`src/rtl/blit_pkg.sv`:
```
// Shared definitions for the sprite blitter: FSM encodings, default widths
// and the transparent-word constant.
package blit_pkg;

    localparam int DEF_ADDR_WIDTH     = 14;
    localparam int DEF_DATA_WIDTH     = 16;
    localparam int DEF_ROM_ADDR_WIDTH = 8;
    localparam int DEF_ROM_LATENCY    = 2;
    localparam int DEF_WORDS_PER_ROW  = 16;
    localparam int DEF_FB_STRIDE      = 40;

    localparam logic [15:0] TRANSPARENT_WORD = 16'h0000;

    typedef logic [1:0] state_t;

    localparam state_t ST_IDLE  = 2'd0;
    localparam state_t ST_RUN   = 2'd1;
    localparam state_t ST_DRAIN = 2'd2;
    localparam state_t ST_DONE  = 2'd3;

    function automatic logic state_is_busy(input state_t s);
        return (s != ST_IDLE);
    endfunction

endpackage

```
`src/rtl/blit_fifo.sv`:
```
// Small synchronous FIFO holding ROM words waiting for a free SPRAM slot,
// plus the checker that flags a push into a full FIFO.
module blit_fifo #(
    parameter int WIDTH = 16,
    parameter int DEPTH = 4,
    parameter int CNT_W = 3
)(
    input  logic             clk,
    input  logic             reset_n,
    input  logic             push,
    input  logic             pop,
    input  logic [WIDTH-1:0] din,
    output logic [WIDTH-1:0] dout,
    output logic [CNT_W-1:0] count,
    output logic             empty,
    output logic             full
);

    localparam int PW = (DEPTH > 1) ? $clog2(DEPTH) : 1;

    logic [WIDTH-1:0] mem_r [DEPTH];
    logic [PW-1:0]    rd_ptr_r;
    logic [PW-1:0]    wr_ptr_r;
    logic [CNT_W-1:0] count_r;
    logic             do_push_s;
    logic             do_pop_s;

    function automatic logic [PW-1:0] ptr_inc(input logic [PW-1:0] p);
        return (p == PW'(DEPTH - 1)) ? {PW{1'b0}} : p + PW'(1);
    endfunction

    assign empty     = (count_r == {CNT_W{1'b0}});
    assign full      = (count_r == CNT_W'(DEPTH));
    assign count     = count_r;
    assign dout      = mem_r[rd_ptr_r];
    assign do_pop_s  = pop && !empty;
    // A simultaneous pop frees the slot being written, so push-on-full is legal then.
    assign do_push_s = push && (!full || do_pop_s);

    // Storage write; contents need no reset since count gates visibility.
    always_ff @(posedge clk) begin
        if (do_push_s) begin
            mem_r[wr_ptr_r] <= din;
        end
    end

    // Pointer and occupancy bookkeeping.
    always_ff @(posedge clk or negedge reset_n) begin
        if (!reset_n) begin
            rd_ptr_r <= {PW{1'b0}};
            wr_ptr_r <= {PW{1'b0}};
            count_r  <= {CNT_W{1'b0}};
        end else begin
            if (do_push_s) begin
                wr_ptr_r <= ptr_inc(wr_ptr_r);
            end
            if (do_pop_s) begin
                rd_ptr_r <= ptr_inc(rd_ptr_r);
            end
            case ({do_push_s, do_pop_s})
                2'b10:   count_r <= count_r + CNT_W'(1);
                2'b01:   count_r <= count_r - CNT_W'(1);
                default: count_r <= count_r;
            endcase
        end
    end

endmodule

module blit_fifo_chk (
    input logic clk,
    input logic reset_n,
    input logic push,
    input logic pop,
    input logic full
);

    overflow_a: assert property (@(posedge clk) disable iff (!reset_n)
        !(push && full && !pop));

endmodule

```
`src/rtl/sprite_blit_ctrl.sv`:
```
// Copies one 256-word sprite from ROM into the framebuffer SPRAM, sharing
// the SPRAM port with scanout reads which always win arbitration.
module sprite_blit_ctrl
    import blit_pkg::*;
#(
    parameter int ADDR_WIDTH     = DEF_ADDR_WIDTH,
    parameter int DATA_WIDTH     = DEF_DATA_WIDTH,
    parameter int ROM_ADDR_WIDTH = DEF_ROM_ADDR_WIDTH,
    parameter int ROM_LATENCY    = DEF_ROM_LATENCY,
    parameter int WORDS_PER_ROW  = DEF_WORDS_PER_ROW,
    parameter int FB_STRIDE      = DEF_FB_STRIDE
)(
    input  logic                      clk,
    input  logic                      reset_n,
    input  logic                      start,
    input  logic [ADDR_WIDTH-1:0]     dest_base,
    input  logic                      trans_en,
    output logic                      busy,
    output logic                      done,
    output logic [ROM_ADDR_WIDTH-1:0] rom_addr,
    input  logic [DATA_WIDTH-1:0]     rom_dout,
    input  logic                      disp_req,
    input  logic [ADDR_WIDTH-1:0]     disp_addr,
    output logic                      disp_rvalid,
    output logic [DATA_WIDTH-1:0]     disp_rdata,
    output logic                      spram_wr_en,
    output logic [ADDR_WIDTH-1:0]     spram_addr,
    output logic [DATA_WIDTH-1:0]     spram_din,
    input  logic [DATA_WIDTH-1:0]     spram_dout
);

    localparam int FIFO_DEPTH = ROM_LATENCY + 2;
    localparam int CNT_W      = $clog2(FIFO_DEPTH + 1);
    localparam int COL_W      = (WORDS_PER_ROW > 1) ? $clog2(WORDS_PER_ROW) : 1;

    state_t                    state_r;
    state_t                    state_next_s;
    logic                      busy_r;
    logic                      done_r;
    logic [ROM_ADDR_WIDTH-1:0] rom_addr_r;
    logic [ROM_LATENCY-1:0]    vld_r;
    logic                      trans_en_r;
    logic [COL_W-1:0]          col_r;
    logic [ADDR_WIDTH-1:0]     row_base_r;
    logic                      disp_rvalid_r;

    logic [CNT_W-1:0]          inflight_s;
    logic [CNT_W:0]            occ_s;
    logic                      issue_s;
    logic                      last_issue_s;
    logic                      push_s;
    logic                      pop_s;
    logic                      skip_s;
    logic [ADDR_WIDTH-1:0]     blit_addr_s;

    logic [DATA_WIDTH-1:0]     fifo_dout_s;
    logic [CNT_W-1:0]          fifo_count_s;
    logic                      fifo_empty_s;
    logic                      fifo_full_s;

    function automatic logic word_is_clear(input logic [DATA_WIDTH-1:0] w);
        return (w == DATA_WIDTH'(TRANSPARENT_WORD));
    endfunction

    blit_fifo #(
        .WIDTH (DATA_WIDTH),
        .DEPTH (FIFO_DEPTH),
        .CNT_W (CNT_W)
    ) u_fifo (
        .clk     (clk),
        .reset_n (reset_n),
        .push    (push_s),
        .pop     (pop_s),
        .din     (rom_dout),
        .dout    (fifo_dout_s),
        .count   (fifo_count_s),
        .empty   (fifo_empty_s),
        .full    (fifo_full_s)
    );

    blit_fifo_chk u_fifo_chk (
        .clk     (clk),
        .reset_n (reset_n),
        .push    (push_s),
        .pop     (pop_s),
        .full    (fifo_full_s)
    );

    // Count ROM reads still in the latency pipe.
    always_comb begin
        inflight_s = {CNT_W{1'b0}};
        for (int i = 0; i < ROM_LATENCY; i++) begin
            inflight_s = inflight_s + CNT_W'(vld_r[i]);
        end
    end

    // Issue only while every outstanding word is guaranteed a FIFO slot.
    always_comb begin
        occ_s        = {1'b0, fifo_count_s} + {1'b0, inflight_s};
        issue_s      = (state_r == ST_RUN) && (occ_s < (CNT_W + 1)'(FIFO_DEPTH));
        last_issue_s = issue_s && (rom_addr_r == {ROM_ADDR_WIDTH{1'b1}});
        push_s       = vld_r[ROM_LATENCY-1];
        blit_addr_s  = row_base_r + ADDR_WIDTH'(col_r);
        skip_s       = trans_en_r && word_is_clear(fifo_dout_s);
    end

    // SPRAM port arbitration: display first, then the FIFO head.
    always_comb begin
        pop_s       = 1'b0;
        spram_wr_en = 1'b0;
        spram_addr  = disp_addr;
        spram_din   = fifo_dout_s;
        if (disp_req) begin
            pop_s = 1'b0;
        end else if (!fifo_empty_s) begin
            pop_s       = 1'b1;
            spram_addr  = blit_addr_s;
            spram_wr_en = !skip_s;
        end else begin
            pop_s = 1'b0;
        end
    end

    // Next-state decode.
    always_comb begin
        state_next_s = state_r;
        case (state_r)
            ST_IDLE: begin
                if (start) begin
                    state_next_s = ST_RUN;
                end else begin
                    state_next_s = ST_IDLE;
                end
            end
            ST_RUN: begin
                if (last_issue_s) begin
                    state_next_s = ST_DRAIN;
                end else begin
                    state_next_s = ST_RUN;
                end
            end
            ST_DRAIN: begin
                if ((inflight_s == {CNT_W{1'b0}}) && fifo_empty_s) begin
                    state_next_s = ST_DONE;
                end else begin
                    state_next_s = ST_DRAIN;
                end
            end
            ST_DONE: state_next_s = ST_IDLE;
            default: state_next_s = ST_IDLE;
        endcase
    end

    // FSM state and its registered status outputs.
    always_ff @(posedge clk or negedge reset_n) begin
        if (!reset_n) begin
            state_r <= ST_IDLE;
            busy_r  <= 1'b0;
            done_r  <= 1'b0;
        end else begin
            state_r <= state_next_s;
            busy_r  <= state_is_busy(state_next_s);
            done_r  <= (state_next_s == ST_DONE);
        end
    end

    // ROM address counter and the valid tags for returning data.
    always_ff @(posedge clk or negedge reset_n) begin
        if (!reset_n) begin
            rom_addr_r <= {ROM_ADDR_WIDTH{1'b0}};
            vld_r      <= {ROM_LATENCY{1'b0}};
        end else begin
            vld_r <= (vld_r << 1) | ROM_LATENCY'(issue_s);
            if (issue_s) begin
                rom_addr_r <= rom_addr_r + ROM_ADDR_WIDTH'(1);
            end
        end
    end

    // Destination walk: column within the sprite row plus running row base.
    always_ff @(posedge clk or negedge reset_n) begin
        if (!reset_n) begin
            trans_en_r <= 1'b0;
            col_r      <= {COL_W{1'b0}};
            row_base_r <= {ADDR_WIDTH{1'b0}};
        end else if ((state_r == ST_IDLE) && start) begin
            trans_en_r <= trans_en;
            col_r      <= {COL_W{1'b0}};
            row_base_r <= dest_base;
        end else if (pop_s) begin
            if (col_r == COL_W'(WORDS_PER_ROW - 1)) begin
                col_r      <= {COL_W{1'b0}};
                row_base_r <= row_base_r + ADDR_WIDTH'(FB_STRIDE);
            end else begin
                col_r <= col_r + COL_W'(1);
            end
        end
    end

    // Display read valid follows the request by the SPRAM latency.
    always_ff @(posedge clk or negedge reset_n) begin
        if (!reset_n) begin
            disp_rvalid_r <= 1'b0;
        end else begin
            disp_rvalid_r <= disp_req;
        end
    end

    assign busy        = busy_r;
    assign done        = done_r;
    assign rom_addr    = rom_addr_r;
    assign disp_rvalid = disp_rvalid_r;
    assign disp_rdata  = spram_dout;

endmodule

```
`config.mk`:
```
export PLATFORM = sky130hd
export DESIGN_NAME = sprite_blit_ctrl
export DESIGN_NICKNAME = d
export VERILOG_FILES = /design/src/rtl/blit_pkg.sv /design/src/rtl/blit_fifo.sv /design/src/rtl/sprite_blit_ctrl.sv
export SDC_FILE = /design/constraint.sdc
export NUM_CORES = 1
export LEC_CHECK = 0
export CAP_MARGIN = 20
export CORE_UTILIZATION = 44
export CTS_BUF_LIST = sky130_fd_sc_hd__clkbuf_4 sky130_fd_sc_hd__clkbuf_8
export DETAILED_ROUTE_END_ITERATION = 10
export PLACE_DENSITY = 0.73
export SKIP_LAST_GASP = 1
export SLEW_MARGIN = 20
export SYNTH_ARGS = -nofsm -noshare
export SYNTH_HDL_FRONTEND = slang
export SYNTH_SLANG_ARGS = --single-unit
```
`constraint.sdc`:
```
create_clock -name clk -period 2.8 [get_ports clk]
set_clock_uncertainty 0.15 [all_clocks]
set_input_delay 0.56 -clock clk [delete_from_list [all_inputs] [get_ports clk]]
set_output_delay 0.56 -clock clk [all_outputs]
set_load 0.05 [all_outputs]
```
==> flow_summary.ini <==
[critical_path]
crit_path_start_kind = flip-flop
critPathMostFrequentCell = buf_12
r2r_slack_ns = 0.56
slowest_stage = mux4_2
cp-end-kind = primary output
crit_arrival_ns = 2.43
crit_chain = buf_12 > buf_12 > mux4_2 > nor4_2 > nand3_1 > nor4_4 > nor2_2 > buf_6
path_class = reg -> out
required_ns = 2.09
critPathMaxStageDelay_ns = 0.51
cp_max_fo = 3

[global_route]
grt_util_all_layers_pct = 18.9
gr-total-overflow = 0
grt_pass1_wl_um = 16500
first_global_vias = 3288
antenna_found_initial = 0
grt_max_degree = 42

[sta]
rsz0062_at_grt = true
worstMarginPinSlew_ns = 0.919
finalHoldViolations = 0
slew-limit-headroom_pct = 38.8
fin_crit_ns = 3.14
timing.setup.tns_ns = -2.32
maxSlewViolCount = 0
setup_viol = 11
whs_ns = 0.175
period_share_pct = 112
setup_ws_ns = -0.337
max_freq_mhz = 319

[power]
p_leak_uw = 0.00251
p_int_uw = 4070
clockPowerShare_pct = 12.4
p_sw_uw = 2940
p_comb_share_pct = 54.0
p_sw_share_pct = 42.0
seqPwrFrac_pct = 33.6
power_density_nw_per_um2 = 1060
max-vdd-ir-drop_mv = 0.683

[floorplan]
die_area_sq_um = 11700
rows = 38
die_h_um = 108
coreArea_sq_um = 10900
start_util_pct = 45.4
die_w_um = 108
ioPinCount = 123

[final_layout]
num-fill-cells = 838
diodes = 0
ff_latch_area_sq_um = 2950
postLayoutCoreUtil_pct = 61.0
multi_input_comb_area_sq_um = 1980
final_nets = 559
fin_cells = 622
drive_gt1_share_pct = 30.5
syn_to_final_growth_pct = 34.2

[synth]
synthArstFlopShare_pct = 39.0
ys_types = 39
synth_seq_cells = 105
yosysTopAreaCell = edfxtp_1
synth-edff-count = 64
synth-seq-area-share_pct = 59.6
synth_cells = 374
synth_nets = 456
synth_area_leaders = edfxtp_1 39%, dfrtp_1 21%, mux4_2 7.3%
avgSynthCellArea_sq_um = 13.2
syn_area_sq_um = 4950
synth_common_cells = 64 x edfxtp_1, 57 x nand2_1, 41 x dfrtp_1
yosysWarnings = 0
synth_ff_type = edfxtp_1
synth.most_common_cell = edfxtp_1
synth_top_area_share_pct = 38.8

[clocking]
hold_buffers = 0
ctsHtreeMaxLevel = 3
clock-sinks = 105
clock_latency_ns = 0.37
cts_root_buf = clkbuf_8
cts_tree = yes
clockBufferDepth = 2
clkTransAtPathRegs_ns = 0.10
cts_buffers = 9

[place]
hpwl_um = 7340
io_buffer_count = 90
routabilityCongestion = 0.857
dp.cells = 593

[route]
dr.first_iter.drc_count = 202
drc = 0
first_pass_iters = 4
drt.antenna.violating_nets = 0
wirelength_um = 10400
via_count = 3260
wl_per_cell_um = 16.7
drt-vias-per-instance = 5.24

[job]
max-cap-violations = 0

[min_path]
hold_path.class = in -> async

[run_status]
status = complete, but fails checks
violations = negative setup slack
## per-layer routing
| layer | up-vias | part of all wire (%) | global-route usage, % |
|---|---|---|---|
| li1 | 1541 | - | - |
| met1 | 1627 | 42 | 24.4 |
| met2 | 78 | 51 | 31.8 |
| met3 | 14 | 4.8 | 3.62 |
| met4 | 0 | 1.6 | 6.95 |
| met5 | - | 0 | 0 |
## worst max-delay path, delay by kind of cell (launching register included)
kind | cells | cell delay (ns)
buf+inv | 3 | 0.38
flops | 1 | 0.42
simple gates | 4 | 0.75
mux | 1 | 0.51
## cell type report
| cell class | instances | area share, % |
|---|---|---|
| repair buffers | 124 | 20.0 |
| well taps | 140 | 2.64 |
| multi-input cells | 229 | 29.7 |
| clock inverters | 2 | 0.226 |
| clock buffers | 14 | 2.52 |
| flip-flops and latches | 105 | 44.4 |
| inverters | 8 | 0.452 |
## through the flow
stage | total power [uW] | setup WS [ns] | instance area [sq um]
floorplan | 4650 | -0.0224 | 5010
global placement | 5750 | -0.0678 | 6160
detailed placement | 5840 | -0.0671 | 6160
CTS | 7010 | -0.366 | 6590
global route | 7400 | -0.487 | 6640
finish | 7020 | -0.337 | 6640
## repair_timing
action | in CTS | in global routing
gates resized for setup | 31 | 5
endpoints found under the setup margin | 11 | 12
gates cloned | 0 | 0
endpoints found under the hold margin | 0 | 0
setup buffers | 11 | 4
pin swaps | 25 | 12
## cell usage in the layout, fill, tap and decap left out, types with 3 or more instances in the layout
master,instances
a21o_1,3
a21oi_1,6
and2_1,4
and3_1,4
buf_12,19
buf_4,42
buf_6,4
clkbuf_4,4
clkbuf_8,10
clkdlybuf4s50_1,58
dfrtp_1,38
dfrtp_2,3
edfxtp_1,64
ha_1,11
ha_4,3
inv_1,8
mux2_2,6
mux4_2,16
nand2_1,57
nand4_1,10
nor2_1,10
nor3_1,3
nor3_2,7
nor4_2,3
o21ai_0,8
o21ai_1,9
o21ai_2,8
o21ai_4,3
xnor2_1,17
xnor2_2,3
xor2_1,12
## sequential cells by signal, indices dropped and copies added, names as in the netlist
signal and cells:
done 1, busy 1, row_base_r 14, disp_rvalid 1, vld_r 2, u_fifo.mem_r 64, state_r 2, u_fifo.wr_ptr_r 2
u_fifo.rd_ptr_r 2, col_r 4, trans_en_r 1, u_fifo.count 3, rom_addr 8
## power groups by stage
stage	Clock (uW)	Sequential [uW]	Combinational [uW]
floorplan	0	2410	2240
global placement	0	2350	3400
detailed placement	0	2370	3470
CTS	891	2350	3770
global route	952	2410	4040
finish	869	2360	3790
## path summary, 6_finish.rpt
kind                                         start  cells past startpoint            end
max in group asynchronous                  reset_n                      1  row_base_r[1]
worst max-delay path            u_fifo.rd_ptr_r[0]                      8    spram_wr_en
min in group clk                          vld_r[0]                      0       vld_r[1]
worst min register to register            vld_r[0]                      0       vld_r[1]
worst min-delay path                       reset_n                      1       col_r[0]
worst max register to register            col_r[1]                      8  row_base_r[8]
## kinds of logic (layout without fill, tap and decap cells)
logic type	Yosys count	after routing	synth area share (%)
AOI/OAI and AO/OA	43	43	4.73
and+or+nand+nor	112	112	11.5
adders and majority gates	17	17	4.60
buffers and inverters	40	148	4.73
DFF	105	105	59.6
xor gates and xnor gates	33	33	5.84
muxes	24	24	9.05
Power figures use the tool's default switching activity.
